==> config.mk <==
export PLATFORM = sky130hd
export DESIGN_NAME = cpu_multicycle_core_flat
export DESIGN_NICKNAME = d
export VERILOG_FILES = /design/src/rtl/cpu_multicycle_core_if.sv /design/src/rtl/cpu_multicycle_core.sv /design/src/flat_wrapper.sv
export SDC_FILE = /design/constraint.sdc
export NUM_CORES = 2
export LEC_CHECK = 0
export BUFFER_PORTS_ARGS = -buffer_cell sky130_fd_sc_hd__clkbuf_2
export CORE_MARGIN = 5
export CORE_UTILIZATION = 30
export CTS_CLUSTER_SIZE = 40
export DETAILED_ROUTE_END_ITERATION = 7
export GPL_ROUTABILITY_DRIVEN = 0
export GPL_TIMING_DRIVEN = 1
export SYNTH_ARGS = -nofsm -noshare
export SYNTH_HDL_FRONTEND = slang
export SYNTH_SLANG_ARGS = --single-unit
==> constraint.sdc <==
create_clock -name clk -period 57.6 [get_ports clk]
set_input_delay 0 -clock clk [delete_from_list [all_inputs] [get_ports clk]]
set_output_delay 0 -clock clk [all_outputs]
set_load 0.05 [all_outputs]
==> src/rtl/cpu_multicycle_core_if.sv <==
// Fetch and data-memory bus of the multi-cycle core.
// The core is the master: it drives the fetch handshake and the memory strobes.
interface cpu_multicycle_core_if #(
    parameter int DATA_W     = 16,
    parameter int REG_ADDR_W = 4,
    parameter int ADDR_W     = 16
);
    localparam int INSTR_W = 4 + 3*REG_ADDR_W + 3;

    logic [INSTR_W-1:0] instr;
    logic               instr_valid;
    logic               instr_ready;
    logic [ADDR_W-1:0]  pc;
    logic [DATA_W-1:0]  data_in;
    logic [DATA_W-1:0]  data_out;
    logic [ADDR_W-1:0]  address;
    logic               mem_read;
    logic               mem_write;
    logic               mem_ready;

    modport master (
        input  instr, instr_valid, data_in, mem_ready,
        output instr_ready, pc, data_out, address, mem_read, mem_write
    );

    modport slave (
        output instr, instr_valid, data_in, mem_ready,
        input  instr_ready, pc, data_out, address, mem_read, mem_write
    );
endinterface

==> src/rtl/cpu_multicycle_core.sv <==
// Multi-cycle register CPU: FETCH -> EXEC (-> MEM) with a ready-stalled data port,
// sticky divide-by-zero flag, retire pulse and a combinational debug register read.
module cpu_multicycle_core #(
    parameter int DATA_W     = 16,
    parameter int REG_ADDR_W = 4,
    parameter int ADDR_W     = 16
) (
    input  logic                  clk,
    input  logic                  reset_n,
    cpu_multicycle_core_if.master bus,
    output logic                  retire,
    output logic                  div_zero,
    input  logic [REG_ADDR_W-1:0] dbg_sel,
    output logic [DATA_W-1:0]     dbg_data
);
    localparam int INSTR_W = 4 + 3*REG_ADDR_W + 3;
    localparam int NREGS   = 2**REG_ADDR_W;

    localparam logic [3:0] OP_ADD = 4'd0,  OP_SUB = 4'd1,  OP_MUL  = 4'd2,  OP_DIV  = 4'd3;
    localparam logic [3:0] OP_INC = 4'd4,  OP_DEC = 4'd5,  OP_AND  = 4'd6,  OP_OR   = 4'd7;
    localparam logic [3:0] OP_XOR = 4'd8,  OP_NOT = 4'd9,  OP_LOAD = 4'd10, OP_STORE = 4'd11;
    localparam logic [3:0] OP_JMP = 4'd12, OP_BEQ = 4'd13, OP_BNE  = 4'd14, OP_CALL = 4'd15;

    typedef enum logic [1:0] {FETCH, EXEC, MEM} state_t;

    state_t                state_q, state_d;
    logic [INSTR_W-1:0]    ir;
    logic [ADDR_W-1:0]     pc_q;
    logic [DATA_W-1:0]     regs [NREGS];

    logic [3:0]            op;
    logic [REG_ADDR_W-1:0] ra, rb, rc;
    logic [DATA_W-1:0]     va, vb, vc;
    logic [ADDR_W-1:0]     pc_inc, jmp_tgt, br_tgt;
    logic                  is_mem;

    assign op      = ir[INSTR_W-1 -: 4];
    assign ra      = ir[INSTR_W-5 -: REG_ADDR_W];
    assign rb      = ir[INSTR_W-5-REG_ADDR_W -: REG_ADDR_W];
    assign rc      = ir[REG_ADDR_W+2:3];
    assign va      = regs[ra];
    assign vb      = regs[rb];
    assign vc      = regs[rc];
    assign pc_inc  = pc_q + ADDR_W'(1);
    assign jmp_tgt = ADDR_W'(ir[INSTR_W-5:0]);
    assign br_tgt  = ADDR_W'(ir[6:0]);
    assign is_mem  = (op == OP_LOAD) || (op == OP_STORE);

    assign dbg_data = regs[dbg_sel];

    // Execute-stage result, write target and next PC for non-memory ops
    logic [DATA_W-1:0]     res;
    logic [REG_ADDR_W-1:0] wr_idx;
    logic                  wr_en, set_dz;
    logic [ADDR_W-1:0]     pc_next;

    always_comb begin
        res     = '0;
        wr_idx  = ra;
        wr_en   = 1'b0;
        set_dz  = 1'b0;
        pc_next = pc_inc;
        case (op)
            OP_ADD: begin res = vb + vc; wr_en = 1'b1; end
            OP_SUB: begin res = vb - vc; wr_en = 1'b1; end
            OP_MUL: begin res = vb * vc; wr_en = 1'b1; end
            OP_DIV: begin
                wr_en = 1'b1;
                if (vc == '0) begin
                    res    = '1;
                    set_dz = 1'b1;
                end else begin
                    res = vb / vc;
                end
            end
            OP_INC: begin res = va + DATA_W'(1); wr_en = 1'b1; end
            OP_DEC: begin res = va - DATA_W'(1); wr_en = 1'b1; end
            OP_AND: begin res = vb & vc; wr_en = 1'b1; end
            OP_OR:  begin res = vb | vc; wr_en = 1'b1; end
            OP_XOR: begin res = vb ^ vc; wr_en = 1'b1; end
            OP_NOT: begin res = ~vb; wr_en = 1'b1; end
            OP_JMP: pc_next = jmp_tgt;
            OP_BEQ: pc_next = (va == vb) ? br_tgt : pc_inc;
            OP_BNE: pc_next = (va != vb) ? br_tgt : pc_inc;
            OP_CALL: begin
                // CALL only ever writes the link register, regardless of A
                wr_idx  = '1;
                res     = DATA_W'(pc_inc);
                wr_en   = 1'b1;
                pc_next = jmp_tgt;
            end
            default: ;
        endcase
    end

    always_ff @(posedge clk or negedge reset_n) begin
        if (!reset_n) state_q <= FETCH;
        else          state_q <= state_d;
    end

    always_comb begin
        state_d = state_q;
        case (state_q)
            FETCH:   if (bus.instr_valid) state_d = EXEC;
            EXEC:    state_d = is_mem ? MEM : FETCH;
            MEM:     if (bus.mem_ready) state_d = FETCH;
            default: state_d = FETCH;
        endcase
    end

    // Bus outputs decode from the async-reset state, so strobes drop the moment reset asserts
    assign bus.instr_ready = reset_n && (state_q == FETCH);
    assign bus.pc          = pc_q;
    assign bus.mem_read    = (state_q == MEM) && (op == OP_LOAD);
    assign bus.mem_write   = (state_q == MEM) && (op == OP_STORE);
    assign bus.address     = (state_q == MEM) ? ADDR_W'(vb) : '0;
    assign bus.data_out    = bus.mem_write ? vc : '0;

    always_ff @(posedge clk or negedge reset_n) begin
        if (!reset_n) begin
            ir       <= '0;
            pc_q     <= '0;
            retire   <= 1'b0;
            div_zero <= 1'b0;
            for (int i = 0; i < NREGS; i++) regs[i] <= '0;
        end else begin
            retire <= 1'b0;
            case (state_q)
                FETCH: if (bus.instr_valid) ir <= bus.instr;
                EXEC: if (!is_mem) begin
                    if (wr_en)  regs[wr_idx] <= res;
                    if (set_dz) div_zero <= 1'b1;
                    pc_q   <= pc_next;
                    retire <= 1'b1;
                end
                MEM: if (bus.mem_ready) begin
                    if (op == OP_LOAD) regs[ra] <= bus.data_in;
                    pc_q   <= pc_inc;
                    retire <= 1'b1;
                end
                default: ;
            endcase
        end
    end
endmodule

==> src/flat_wrapper.sv <==
// flat-port wrapper written by rule: the top's interface ports become plain ports
module cpu_multicycle_core_flat 
#(
    parameter int DATA_W     = 16,
    parameter int REG_ADDR_W = 4,
    parameter int ADDR_W     = 16
)
  (clk, reset_n, retire, div_zero, dbg_sel, dbg_data, bus_instr, bus_instr_valid, bus_data_in, bus_mem_ready, bus_instr_ready, bus_pc, bus_data_out, bus_address, bus_mem_read, bus_mem_write);
  cpu_multicycle_core_if #(.DATA_W(DATA_W), .REG_ADDR_W(REG_ADDR_W), .ADDR_W(ADDR_W)) bus_i ();
  input  logic clk;
  input  logic reset_n;
  output logic retire;
  output logic div_zero;
  input  logic [REG_ADDR_W-1:0] dbg_sel;
  output logic [DATA_W-1:0] dbg_data;
  input wire logic [$bits(bus_i.instr)-1:0] bus_instr;
  input wire logic [$bits(bus_i.instr_valid)-1:0] bus_instr_valid;
  input wire logic [$bits(bus_i.data_in)-1:0] bus_data_in;
  input wire logic [$bits(bus_i.mem_ready)-1:0] bus_mem_ready;
  output wire logic [$bits(bus_i.instr_ready)-1:0] bus_instr_ready;
  output wire logic [$bits(bus_i.pc)-1:0] bus_pc;
  output wire logic [$bits(bus_i.data_out)-1:0] bus_data_out;
  output wire logic [$bits(bus_i.address)-1:0] bus_address;
  output wire logic [$bits(bus_i.mem_read)-1:0] bus_mem_read;
  output wire logic [$bits(bus_i.mem_write)-1:0] bus_mem_write;
  assign bus_i.instr = bus_instr;
  assign bus_i.instr_valid = bus_instr_valid;
  assign bus_i.data_in = bus_data_in;
  assign bus_i.mem_ready = bus_mem_ready;
  assign bus_instr_ready = bus_i.instr_ready;
  assign bus_pc = bus_i.pc;
  assign bus_data_out = bus_i.data_out;
  assign bus_address = bus_i.address;
  assign bus_mem_read = bus_i.mem_read;
  assign bus_mem_write = bus_i.mem_write;
  cpu_multicycle_core #(.DATA_W(DATA_W), .REG_ADDR_W(REG_ADDR_W), .ADDR_W(ADDR_W)) u_core (.clk(clk), .reset_n(reset_n), .bus(bus_i), .retire(retire), .div_zero(div_zero), .dbg_sel(dbg_sel), .dbg_data(dbg_data));
endmodule
==> flow_summary_export.csv <==
group,metric,value,unit
synth,ys_ff_latch,295,
timing,worst_pin_slew,1.33,ns
timing,holdWs,0.0248,ns
floorplan,core,116000,um^2
synth,ys_warn_count,0,
finish,area_delta_synth_final,11.1,%
route,wire_per_inst,27.2,um
floorplan,die_h,350,um
setup_path,cp_data_arrival_time,38.25,ns
global_route,grt_antenna_before_repair,3,
route,met2_length,63300,um
route,vias_per_cell,6.22,
setup_path,crit_buf_inv,6,
clock_network,htree_levels,2,
setup_path,crit_family,"compound AO/OA/AOI/OAI gates",
synth,syn_nets,4065,
finish,n_fill_cell,11900,
floorplan,num_rows,125,
hold_path,hp-class,"in -> async",
clock_network,cts_tree,"done",
setup_path,cp_max_fo,35,
floorplan,initial_core_util,30.1,%
clock_network,clock_latency,0.56,ns
timing,fin_crit_sh,65.6,%
setup_path,ff2ff_path_depth,130,
placed_design,io_buffers,111,
timing,hold_violations,0,
finish,final_layout_size_suffix_gt1_share,18.4,%
timing,setup_viol,0,
finish,final_core_util,33.4,%
synth,ys_seq_area_share,21.2,%
floorplan,boundaryPins,112,
synth,synth_ff_type,"dfrtp_1",
finish,layout_common_cells,"nand2_1, nor2_1, mux4_2",
floorplan,fp.dieW,350,um
setup_path,r2r_start,"u_core.ir[3]",
global_route,grt_pass1_vias,31400,
setup_path,slowest_delay,0.92,ns
route,ant_nets,0,
clock_network,clk_pin_slew_worst_paths,0.06,ns
setup_path,critPathLaunchType,"flop",
timing,worst_slack,19.83,ns
timing,drv_slew,0,
status,run_status,"complete, but fails checks",
finish,multi_input_area,25800,um^2
synth,synth-edff-count,0,
synth,synth_async_sr_flop_share,100,%
timing,fmax,26.5,MHz
setup_path,path_common_cell,"ha_1",
route,drc_errors,21,
timing,fin_skew,0.0334,ns
route,drtIter0Drc,3800,
run,maxCapViolations,0,
clock_network,cts_root_buf,"clkbuf_16",
setup_path,crit_path_end_kind,"flop",
timing,relSlewSlack,10.7,%
synth,synthCells,3686,
setup_path,cp_slowest_cell,"dfrtp_4",
timing,period_needed,37.77,ns
clock_network,numCtsBuffers,35,
global_route,grt_pass1_wl,210000,um
finish,num-nets-final,4097,
floorplan,die-area,123000,um^2
global_route,grt_overflow,0,
clock_network,cts_max_path_buffers,3,
synth,synthesis.area,34800,um^2
route,maxUsedRoutingLayer,"met5",
clock_network,ctsResizeCount,0,
route,vias,32800,
route,drt_pass1_iterations,8,
status,violations,"design-rule violations",
global_route,grt_usage,22.6,%
placed_design,preCtsSetupSlack,20.82,ns
route,wl_met1,54200,um
route,wirelength,144000,um
global_route,grt_max_degree,88,
timing,rsz0062_at_grt,"false",
finish,seq_area,7400,um^2
finish,final_common_cell,"nand2_1",
synth,yosys.cell_types.count,93,
synth,syn_avg_cell_area,9.44,um^2
setup_path,crit_type,"reg -> reg",
clock_network,clock_sink_count,295,
setup_path,r2r_slack,19.83,ns
setup_path,worstPathRequired,58.08,ns
setup_path,rr_endpoint,"u_core.regs[240]",
timing,finalSetupTns,0,ns
placed_design,hpwl,100000,um
route,wl_met3,17400,um
## final cells by class
class,count,area share (%)
clock inverters,12,0.463
clock buffers,52,2.67
multi-input cells,2942,66.7
diodes,1,0.00648
repair buffers,235,4.04
flip-flops and latches,295,19.2
well taps,1524,4.93
inverters,209,2.03
## state kept, by name, indices dropped and copies added, names as in the netlist
name and flops:
u_core.regs 256, u_core.ir 19, u_core.state_q 2, u_core.retire 1, u_core.div_zero 1, u_core.bus.pc 16
## repair_timing
action / 4_1_cts / 5_1_grt
hold endpoints to repair: 108 / 0
buffers inserted: 0 / 0
setup endpoints to repair: 0 / 0
hold buffers: 25 / 0
## kinds of logic (layout without fill, tap and decap cells)
| kind of cell | after synthesis | count (layout) | share of synthesized area [%] |
|---|---|---|---|
| flops | 295 | 295 | 21.2 |
| buf+inv | 449 | 508 | 5.14 |
| mux | 358 | 358 | 20.9 |
| other cells | 0 | 1 | 0 |
| compound gates | 1138 | 1138 | 22.6 |
| xor+xnor | 160 | 160 | 4.15 |
| fa+ha+maj | 336 | 336 | 13.9 |
| simple gates | 950 | 950 | 12.2 |
## worst max-delay path by stage
| stage | from | end | slack, ns | depth (start not counted) |
|---|---|---|---|---|
| after global routing | u_core.ir[3] | u_core.regs[208] | 16.58 | 131 |
| after CTS | u_core.ir[3] | u_core.regs[240] | 20.64 | 130 |
| after global placement | u_core.ir[3] | u_core.regs[80] | 21.92 | 130 |
| after detailed placement | u_core.ir[3] | u_core.regs[240] | 20.82 | 131 |
| after floorplan | u_core.ir[3] | u_core.regs[16] | 26.68 | 141 |
| final | u_core.ir[3] | u_core.regs[240] | 19.83 | 130 |
## synthesized netlist by cell type, types with 24 or more instances
library cell	number	area [um^2]
a211oi_1	27	203
a21o_1	43	323
a21oi_1	253	1270
a22o_1	24	210
a22oi_1	37	278
a31oi_1	46	288
and2_1	24	150
buf_1	30	113
buf_2	35	175
clkbuf_1	165	619
dfrtp_1	295	7380
fa_1	82	1640
ha_1	254	3180
inv_1	194	728
mux2_2	44	495
mux2i_1	25	250
mux4_2	289	6510
nand2_1	322	1210
nand2b_1	26	163
nand3_1	44	220
nor2_1	326	1220
nor2b_1	31	194
nor3_1	71	355
o211ai_1	142	1070
o21a_1	155	1160
o21ai_0	168	841
o31ai_1	60	450
xnor2_1	104	911
xor2_1	53	464
## stage by stage
stage / area, um^2 / cells
floorplan: 34800 / 3686
detailed placement: 37200 / 5180
global route: 38600 / 5269
finish: 38600 / 5270
CTS: 38600 / 5269
global placement: 37200 / 5180
## routing by layer
metal / vias to the layer above / track usage (%)
met4: 4 / 11.3
li1: 14000 / -
met5: - / 0.196
met3: 497 / 6.73
met2: 2112 / 35.2
met1: 16100 / 28.7
Power is not shown: default switching activity piles up to over one toggle a cycle in this logic, so the estimate is an artifact.
